$ cat src/rtl/definition.sv
// Shared width definitions for the conv/attention processing arrays.
package definition;
  localparam int unsigned conv4_width = 8;
endpackage

$ cat src/rtl/pe_operand_feeder.sv
// Operand sequencer for one PE_2D: buffers an operand vector, replays it under
// o_en, drains zero pairs until the PE flags (or times out), then returns the result.
module pe_operand_feeder #(
  parameter int unsigned WIDTH   = definition::conv4_width,
  parameter int unsigned DEPTH   = 4,
  parameter int unsigned TIMEOUT = 16
) (
  input  logic                 clk,
  input  logic                 rst,
  input  logic                 s_valid,
  output logic                 s_ready,
  input  logic [WIDTH-1:0]     s_r1,
  input  logic [WIDTH-1:0]     s_r2,
  input  logic                 s_last,
  output logic                 o_en,
  output logic [WIDTH-1:0]     o_r1,
  output logic [WIDTH-1:0]     o_r2,
  input  logic [2*WIDTH-1:0]   i_mat,
  input  logic                 i_flag,
  output logic                 m_valid,
  input  logic                 m_ready,
  output logic [2*WIDTH-1:0]   m_data,
  output logic                 m_err
);

  localparam int unsigned CNT_W  = (DEPTH > 1) ? $clog2(DEPTH) : 1;
  localparam int unsigned TO_W   = (TIMEOUT > 1) ? $clog2(TIMEOUT) : 1;
  localparam int unsigned PAIR_W = 2 * WIDTH;

  typedef enum logic [1:0] {LOAD, STREAM, DRAIN, RESULT} state_e;

  state_e              state_q;
  logic [CNT_W-1:0]    wr_cnt_q;
  logic [CNT_W-1:0]    rd_cnt_q;
  logic [CNT_W-1:0]    len_m1_q;
  logic [TO_W-1:0]     to_cnt_q;
  logic [PAIR_W-1:0]   buf_q [DEPTH];
  logic                s_ready_q;
  logic                o_en_q;
  logic [WIDTH-1:0]    o_r1_q;
  logic [WIDTH-1:0]    o_r2_q;
  logic                m_valid_q;
  logic [PAIR_W-1:0]   m_data_q;
  logic                m_err_q;

  logic                beat_acc;
  logic                beat_end;
  logic [CNT_W-1:0]    rd_inc;

  // s_ready_q is only ever set for a cycle spent in LOAD, so it qualifies acceptance.
  assign beat_acc = s_valid && s_ready_q;
  assign beat_end = s_last || (wr_cnt_q == CNT_W'(DEPTH - 1));
  assign rd_inc   = rd_cnt_q + CNT_W'(1);

  always_ff @(posedge clk) begin
    if (beat_acc) begin
      buf_q[wr_cnt_q] <= {s_r1, s_r2};
    end
  end

  // Outputs are registered for the state being entered, so the first pair is
  // presented directly from the beat when the vector is a single element.
  always_ff @(posedge clk or posedge rst) begin
    if (rst) begin
      state_q   <= LOAD;
      wr_cnt_q  <= '0;
      rd_cnt_q  <= '0;
      len_m1_q  <= '0;
      to_cnt_q  <= '0;
      s_ready_q <= 1'b0;
      o_en_q    <= 1'b0;
      o_r1_q    <= '0;
      o_r2_q    <= '0;
      m_valid_q <= 1'b0;
      m_data_q  <= '0;
      m_err_q   <= 1'b0;
    end else begin
      case (state_q)
        LOAD: begin
          s_ready_q <= 1'b1;
          if (beat_acc) begin
            if (beat_end) begin
              state_q   <= STREAM;
              len_m1_q  <= wr_cnt_q;
              wr_cnt_q  <= '0;
              rd_cnt_q  <= '0;
              s_ready_q <= 1'b0;
              o_en_q    <= 1'b1;
              if (wr_cnt_q == '0) begin
                o_r1_q <= s_r1;
                o_r2_q <= s_r2;
              end else begin
                {o_r1_q, o_r2_q} <= buf_q[0];
              end
            end else begin
              wr_cnt_q <= wr_cnt_q + CNT_W'(1);
            end
          end
        end
        STREAM: begin
          if (rd_cnt_q == len_m1_q) begin
            state_q  <= DRAIN;
            rd_cnt_q <= '0;
            to_cnt_q <= '0;
            o_r1_q   <= '0;
            o_r2_q   <= '0;
          end else begin
            rd_cnt_q         <= rd_inc;
            {o_r1_q, o_r2_q} <= buf_q[rd_inc];
          end
        end
        DRAIN: begin
          if (i_flag) begin
            state_q   <= RESULT;
            o_en_q    <= 1'b0;
            m_valid_q <= 1'b1;
            m_data_q  <= i_mat;
            m_err_q   <= 1'b0;
          end else if (to_cnt_q == TO_W'(TIMEOUT - 1)) begin
            state_q   <= RESULT;
            o_en_q    <= 1'b0;
            m_valid_q <= 1'b1;
            m_data_q  <= '0;
            m_err_q   <= 1'b1;
          end else begin
            to_cnt_q <= to_cnt_q + TO_W'(1);
          end
        end
        RESULT: begin
          if (m_ready) begin
            state_q   <= LOAD;
            m_valid_q <= 1'b0;
            s_ready_q <= 1'b1;
          end
        end
        default: state_q <= LOAD;
      endcase
    end
  end

  assign s_ready = s_ready_q;
  assign o_en    = o_en_q;
  assign o_r1    = o_r1_q;
  assign o_r2    = o_r2_q;
  assign m_valid = m_valid_q;
  assign m_data  = m_data_q;
  assign m_err   = m_err_q;

endmodule

$ cat config.mk
export PLATFORM = sky130hd
export DESIGN_NAME = pe_operand_feeder
export DESIGN_NICKNAME = d
export VERILOG_FILES = /design/src/rtl/definition.sv /design/src/rtl/pe_operand_feeder.sv
export SDC_FILE = /design/constraint.sdc
export NUM_CORES = 1
export LEC_CHECK = 0
export CAP_MARGIN = 20
export CELL_PAD_IN_SITES_DETAIL_PLACEMENT = 1
export CELL_PAD_IN_SITES_GLOBAL_PLACEMENT = 1
export CORE_ASPECT_RATIO = 0.75
export CORE_UTILIZATION = 40
export CTS_BUF_LIST = sky130_fd_sc_hd__clkbuf_2 sky130_fd_sc_hd__clkbuf_4 sky130_fd_sc_hd__clkbuf_8
export DETAILED_ROUTE_END_ITERATION = 8
export GPL_TIMING_DRIVEN = 0
export MAX_ROUTING_LAYER = met4
export PLACE_DENSITY_LB_ADDON = 0.1
export SKIP_LAST_GASP = 1
export SLEW_MARGIN = 30
export SYNTH_ARGS = -nofsm -noshare
export SYNTH_HDL_FRONTEND = slang
export SYNTH_SLANG_ARGS = --single-unit
$ cat constraint.sdc
create_clock -name clk -period 3.5 [get_ports clk]
set_input_delay 0.525 -clock clk [delete_from_list [all_inputs] [get_ports clk]]
set_output_delay 0.525 -clock clk [all_outputs]
set_load 0.005 [all_outputs]
==> results.md, run 1 <==
- Status: finished, final reports clean
- Worst-path clk slew: approximately 0.11 ns
- Post-synth top area share: 0.398
- P&R area growth vs syn: 24.4%
- DRC: 0
- Worst R2R Path Depth: 5
- I/O pin count: 74
- Antenna violations before repair: 0
- Post-DRT Antenna Nets: 0
- Vias per cell: around 5.4
- Clk pwr share: 0.164
- Max Slew Vio Count: 0
- P_sw: 1750 µW
- RR Startpoint: wr_cnt_q[0]$_DFFE_PP0P_
- Pint: between 3000 and 4000 µW
- HPWL reported at the end of detailed placement: about 7.5 mm
- Post-synth EDFFs: 64
- Worst Path Buf+Inv: 3
- Nets: around 460
- Pre-CTS setup slack: about 0.97 ns
- LEAKAGE: about 0.0023 µW
- Fraction of registers with async set/reset: 0.429
- Synth cell count leaders: edfxtp_1 (64), dfrtp_1 (48), nor2_1 (38)
- Routed WL per cell: around 19 µm
- Fmax: around 450 MHz
- Clock tree from TritonCTS: yes
- Critical Path RT: ~3.5 ns
- CP Launch Type: flip-flop
- # diodes: 0
- DIE AREA: about 13000 µm²
- Mean Syn Cell Area: 14.7 µm²
- Clock insertion delay at the later pin of the skew report: approximately 0.38 ns
- Placed Area: 5790 µm²
- CTS Hold Bufs: 0
- Global-route wire length before repair: ~18 mm
- TritonCTS buffer count: 9
- Measured slew at the worst slew-check pin: a little under 1 ns
- Dominant synthesized flop cell: edfxtp_1
- Synth Cell Area: approximately 4800 µm²
- Max rail drop VDD: about 0.34 mV
- Root buffer cell: clkbuf_8
- Initial drt markers: between 200 and 250
- Post-Syn Instances: around 330
- Ranking of synthesized cells by area: edfxtp_1 (40%), dfrtp_1 (25%), mux4_2 (4.2%)
- Area leader, netlist: edfxtp_1
- Slowest stage cell on the critical path: and3_2
- # setup viols final: 0
- Skew final: 0.0183 ns
- Most common cell in the netlist: edfxtp_1
- Die X: approximately 130 µm
- Final Total Pwr: a little under 5000 µW
- IO Port Bufs: 73
- # clock sinks: around 110
- Largest net degree at the start of global routing: 46
- Worst setup EP type: flip-flop
- Starting Density: 0.414
- Grt total ovfl: 0
- WP data arrival: 2.23 ns
- Critical path class: reg -> reg
- RSZ-0062 raised after global routing: no
- Delay-heaviest family, CP: buffers and inverters
- Min-Delay Path Class: in -> async
- Post-CTS Resized: 0
- Routed wire length: 11.1 mm
- Synthesis-stage register bit count: between 100 and 150
- R2r endpoint: buf_q[0][0]$_DFFE_PP_
- Setup ws final: about 1.3 ns
- First-pass iteration count of the detailed router: 4
- Unique masters post-synth: 43
- Overall Global Routing Usage: 0.202
- Syn_nets: between 300 and 400
- YS warnings: 0
- Layout cells sized above 1: 0.122
- Max Cap Viol: 0
- Final period utilization: 0.632
- Crit-path max cell delay: 0.57 ns
- Core Area: 11700 µm²
- Total number of vias: between 3000 and 4000
- Fin. Hold Viols: 0
- Tmin final: about 2.2 ns
- H-tree depth: 3
- Combinational power share: 0.434
- Switch share: 0.353
- Row count: 34
- CP max FO: 16
- Seq pwr share: 0.403
- GPL Wtd Cong: ~0.76
- Max transition margin: 0.346
- Die Y-Extent: around 97 µm
- # Post-CTS Setup Buffers: 0
- R2r setup slk: roughly 1.3 ns
- Power per cell area: between 800 and 900 nW/µm²
- Part of the Yosys area used for sequential elements: 0.647
- Final Cell Area: roughly 6000 µm²
- Vias in the first global route: 3272
- Clock tree buffer depth: 2
- Setup TNS: 0 ns
- Cell Chain, Critical Path: inv_1 > ha_1 > buf_2 > buf_4 > and3_2
## worst register-to-register path, delay by kind of cell, from the launching register on
family	cells	cell delay, ns
flip-flops	1	0.45
AND/OR/NAND/NOR	1	0.57
adder cells (fa/ha/maj)	1	0.15
buffers and inverters	3	0.69
## sequential cells by signal, indices dropped and copies added, names as in the netlist
signal and count:
buf_q 64, m_data 16, o_r1 8, o_r2 8
to_cnt_q 4, len_m1_q 2, rd_cnt_q 2, state_q 2
wr_cnt_q 2, m_err 1, m_valid 1, o_en 1
s_ready 1
## per-stage QoR
step	hold slack, ns	util	instances
floorplan	0.469	-	329
global placement	0.489	0.494	564
detailed placement	0.494	0.496	565
CTS	0.340	0.515	581
global route	0.344	0.515	581
finish	0.359	0.515	581
## kinds of logic (layout without fill, tap and decap cells)
kind of cell / count (synthesis) / after routing / share of synthesized area
and+or+nand+nor: 72 / 72 / 0.0703
AOI/OAI and AO/OA: 76 / 76 / 0.107
muxes: 34 / 34 / 0.118
adders and majority gates: 10 / 10 / 0.0259
DFF: 112 / 112 / 0.647
buffers and inverters: 23 / 113 / 0.0262
xor gates and xnor gates: 2 / 2 / 0.00519
## area by class of cell
class	instances	area [µm²]
timing repair buffer	74	758
tap	162	203
multi-input combinational	194	1580
clock inverter	7	87.6
inverter	6	25.0
clock buffer	9	124
fill	1181	5650
sequential	112	3120
buffer	17	104
## per-layer routing
| layer | GRT usage | routed length (µm) | part of all wire | vias to the layer above |
|---|---|---|---|---|
| met5 | - | 0 | 0 | - |
| met4 | 0.0525 | 123 | 0.011 | 0 |
| li1 | - | - | - | 1420 |
| met2 | 0.301 | 5260 | 0.47 | 58 |
| met3 | 0.0380 | 390 | 0.035 | 7 |
| met1 | 0.285 | 5360 | 0.48 | 1630 |
## worst max-delay path by stage
stage | from | to | slack, ns | cells past startpoint
2_1_floorplan | wr_cnt_q[0]$_DFFE_PP0P_ | buf_q[0][0]$_DFFE_PP_ | 1.57 | 5
5_1_grt | state_q[0]$_DFFE_PP0P_ | o_r1[3]$_DFFE_PP0P_ | 1.13 | 6
3_5_place_dp | s_valid | o_r1[3]$_DFFE_PP0P_ | 0.97 | 5
3_3_place_gp | rst | o_r2[1]$_DFFE_PP0P_ | 0.66 | 2
6_report | wr_cnt_q[0]$_DFFE_PP0P_ | buf_q[0][0]$_DFFE_PP_ | 1.29 | 5
4_1_cts | wr_cnt_q[0]$_DFFE_PP0P_ | buf_q[0][15]$_DFFE_PP_ | 0.96 | 5
## power groups by stage
stage / combinational, µW / clock (µW) / sequential, µW
after floorplan: 1290 / 0 / 1990
after global placement: 2120 / 0 / 2000
after detailed placement: 2170 / 0 / 2030
after CTS: 2180 / 838 / 2000
after global routing: 2360 / 880 / 2040
final: 2150 / 809 / 1990
## cells in the final DEF, fill, tap and decap left out, drive strengths merged, types with 3 or more instances in the layout
| cell type | instances |
|---|---|
| a21oi | 32 |
| a22o | 18 |
| a31oi | 3 |
| and3 | 4 |
| buf | 14 |
| clkbuf | 13 |
| clkdlybuf4s50 | 73 |
| clkinv | 3 |
| dfrtp | 48 |
| edfxtp | 64 |
| ha | 10 |
| inv | 9 |
| mux2i | 16 |
| mux4 | 16 |
| nand2 | 10 |
| nand3 | 6 |
| nor2 | 38 |
| nor2b | 3 |
| o21a | 3 |
| o21ai | 10 |
No activity file was read; power rests on OpenSTA's default activity.
==> run 2, diff against run 1 <==
==> constraint.sdc (replaced) <==
create_clock -name clk -period 2.2 [get_ports clk]
set_input_delay 0.33 -clock clk [delete_from_list [all_inputs] [get_ports clk]]
set_output_delay 0.33 -clock clk [all_outputs]
set_load 0.005 [all_outputs]
==> run 2 against run 1 <==
  * Hold slack got worse by 0.20 ns
  * Non-clock buffer count unchanged
  * Core utilization about the same
  * Sequential cell count unchanged
  * Sequential share of layout area about the same
  * Via count about the same
  * Maximum frequency increased by 8.4%
  * First-iteration DRC count increased by 8.4%
  * Register-to-register slack got worse by 1.1 ns
  * Routed wire length increased by 0.14%
  * Critical path depth unchanged
  * Critical path type unchanged
  * Highest routed layer unchanged
==> results.md, run 2 (same netlist as run 1, synthesis figures left out) <==
- Final period utilization: 0.927 (was 0.632)
- Post-DRT Antenna Nets: 0 (unchanged)
- Combinational power share: 0.434 (about the same)
- Fill cells: 1180 (was 1181)
- Fmax: 490 MHz (was 452 MHz)
- IO Port Bufs: 73 (unchanged)
- Measured slew at the worst slew-check pin: 0.958 ns (was 0.982 ns)
- # Post-CTS Setup Buffers: 0 (unchanged)
- Switch share: 0.353 (about the same)
- Non-filler cells, final: 581 (unchanged)
- Max rail drop VDD: 0.538 mV (was 0.337 mV)
- DIE AREA: 12500 µm² (unchanged)
- Antenna violations before repair: 0 (unchanged)
- Layout cells sized above 1: 0.124 (was 0.122)
- Largest net degree at the start of global routing: 46 (unchanged)
- Root buffer cell: clkbuf_8 (unchanged)
- RSZ-0062 raised after global routing: no (unchanged)
- # clock sinks: 112 (unchanged)
- Global-route wire length before repair: 18.3 mm (about the same)
- Vias per cell: 5.36 (about the same)
- Nets: 462 (unchanged)
- Fin. Hold Viols: 0 (unchanged)
- Most frequent cells in the layout: clkdlybuf4s50_1 (73), edfxtp_1 (64), dfrtp_1 (48) (unchanged)
- Clock insertion delay at the later pin of the skew report: 0.38 ns (about the same)
- Routed WL per cell: 19.2 µm (was 19.1 µm)
- Max transition margin: 0.361 (was 0.346)
- H-tree depth: 3 (unchanged)
- Max Slew Vio Count: 0 (unchanged)
- First-pass iteration count of the detailed router: 4 (unchanged)
- WP data arrival: 2.09 ns (was 2.23 ns)
- I/O pin count: 74 (unchanged)
- Row count: 34 (unchanged)
- Hold slack: 0.164 ns (was 0.359 ns)
- Max Cap Viol: 0 (unchanged)
- TritonCTS buffer count: 9 (unchanged)
- Most flop-heavy register: buf_q (unchanged)
- Status: finished, final reports clean (unchanged)
- Crit-path max cell delay: 0.45 ns (was 0.57 ns)
- Routed wire length on met2: 5.26 mm (about the same)
- Routed wire length: 11.1 mm (about the same)
- Initial drt markers: 219 (was 202)
- Clk pwr share: 0.164 (about the same)
- WL met3: 429 µm (was 390 µm)
- Worst Path Buf+Inv: 3 (unchanged)
- Placed Area: 5790 µm² (unchanged)
- Cell Chain, Critical Path: inv_1 > ha_1 > buf_2 > buf_4 > and3_4 (was inv_1 > ha_1 > buf_2 > buf_4 > and3_2)
- HPWL reported at the end of detailed placement: 7.49 mm (unchanged)
- DRC: 0 (unchanged)
- CP max FO: 16 (unchanged)
- Tmin final: 2.04 ns (was 2.21 ns)
- Skew final: 0.0185 ns (was 0.0183 ns)
- Min-Delay Path Class: in -> async (unchanged)
- Critical Path RT: 2.25 ns (was 3.52 ns)
- Die X: 129 µm (unchanged)
- Clock tree from TritonCTS: yes (unchanged)
- Final Total Pwr: 7880 µW (was 4950 µW)
- Die Y-Extent: 97.1 µm (unchanged)
- Slowest stage cell on the critical path: dfrtp_1 (was and3_2)
- # diodes: 0 (unchanged)
- Placed Instances: 565 (unchanged)
- Core Area: 11700 µm² (unchanged)
- CP Launch Type: flip-flop (unchanged)
- Met1 WL: 5.33 mm (was 5.36 mm)
- Vias in the first global route: 3273 (was 3272)
- P_sw: 2780 µW (was 1750 µW)
- Seq pwr share: 0.402 (was 0.403)
- Commonest non-fill, non-tap cell in the layout: clkdlybuf4s50_1 (unchanged)
- # setup viols final: 0 (unchanged)
- Power per cell area: 1310 nW/µm² (was 824 nW/µm²)
- Delay-heaviest family, CP: buffers and inverters (unchanged)
- Top Layer Used: met4 (unchanged)
- Clock tree buffer depth: 2 (unchanged)
- LEAKAGE: 0.00232 µW (about the same)
- CTS Hold Bufs: 0 (unchanged)
- Grt total ovfl: 0 (unchanged)
- Max reg flops: 64 (unchanged)
- Overall Global Routing Usage: 0.202 (about the same)
- Worst setup EP type: flip-flop (unchanged)
- Final Cell Area: 6010 µm² (was 6000 µm²)
- Total number of vias: 3117 (was 3115)
- GPL Wtd Cong: 0.759 (unchanged)
- Critical path class: reg -> reg (unchanged)
- P&R area growth vs syn: 24.5% (was 24.4%)
- Worst-path clk slew: 0.11 ns (about the same)
- Starting Density: 0.414 (unchanged)
- Pint: 5090 µW (was 3200 µW)
- Post-CTS Resized: 3 (was 0)
run 2: cell count changes in the layout (fill, tap and decap cells not counted):
cell,change
clkbuf_1,-1
and3_2,-1
and3_4,+1
clkbuf_2,+1
run 2: worst reg2reg max path, delay by kind of cell (launching register included):
kind / cells / cell delay [ns]
buf+inv: 3 / 0.70
flops: 1 / 0.45
simple gates: 1 / 0.43
fa+ha+maj: 1 / 0.15
run 2: per-layer routing:
layer / GRT usage / vias up
met3: 0.0380 / 7
met5: - / -
met1: 0.285 / 1625
met4: 0.0525 / 0
met2: 0.301 / 64
li1: - / 1421
run 2: power groups by stage:
stage | clock network, µW | logic [µW] | registers (µW)
after detailed placement | 0 | 3450 | 3220
final | 1290 | 3420 | 3170
after CTS | 1330 | 3470 | 3180
after global placement | 0 | 3370 | 3190
after floorplan | 0 | 2060 | 3170
after global routing | 1400 | 3770 | 3250
run 2: stage by stage:
stage	setup slack (ns)	setup TNS, ns	util
after floorplan	0.274	0	-
after global routing	0.0138	0	0.515
after detailed placement	-0.325	-8.65	0.496
after CTS	0.149	0	0.515
final	0.160	0	0.515
after global placement	-0.440	-26.87	0.494
run 2: layout make-up:
cell class | count | area [µm²] | share of cell area
plain buffers | 17 | 105 | 0.0175
repair buffers | 74 | 758 | 0.126
clock inverters | 7 | 87.6 | 0.0146
inverters | 6 | 25.0 | 0.00417
clock buffers | 9 | 124 | 0.0206
multi-input cells | 194 | 1580 | 0.263
flip-flops and latches | 112 | 3120 | 0.520
well taps | 162 | 203 | 0.0337
run 2: path summary, 6_finish.rpt:
kind	from	to	slack, ns	depth (start not counted)
worst max-delay path	wr_cnt_q[0]$_DFFE_PP0P_	buf_q[0][0]$_DFFE_PP_	0.16	5
worst min-delay path	rst	m_data[8]$_DFFE_PP0P_	0.16	2
worst max register to register	wr_cnt_q[0]$_DFFE_PP0P_	buf_q[0][0]$_DFFE_PP_	0.16	5
worst min register to register	m_data[9]$_DFFE_PP0P_	m_data[9]$_DFFE_PP0P_	0.52	1
max in group asynchronous	rst	o_r2[5]$_DFFE_PP0P_	1.60	3
min in group clk	m_data[9]$_DFFE_PP0P_	m_data[9]$_DFFE_PP0P_	0.52	1
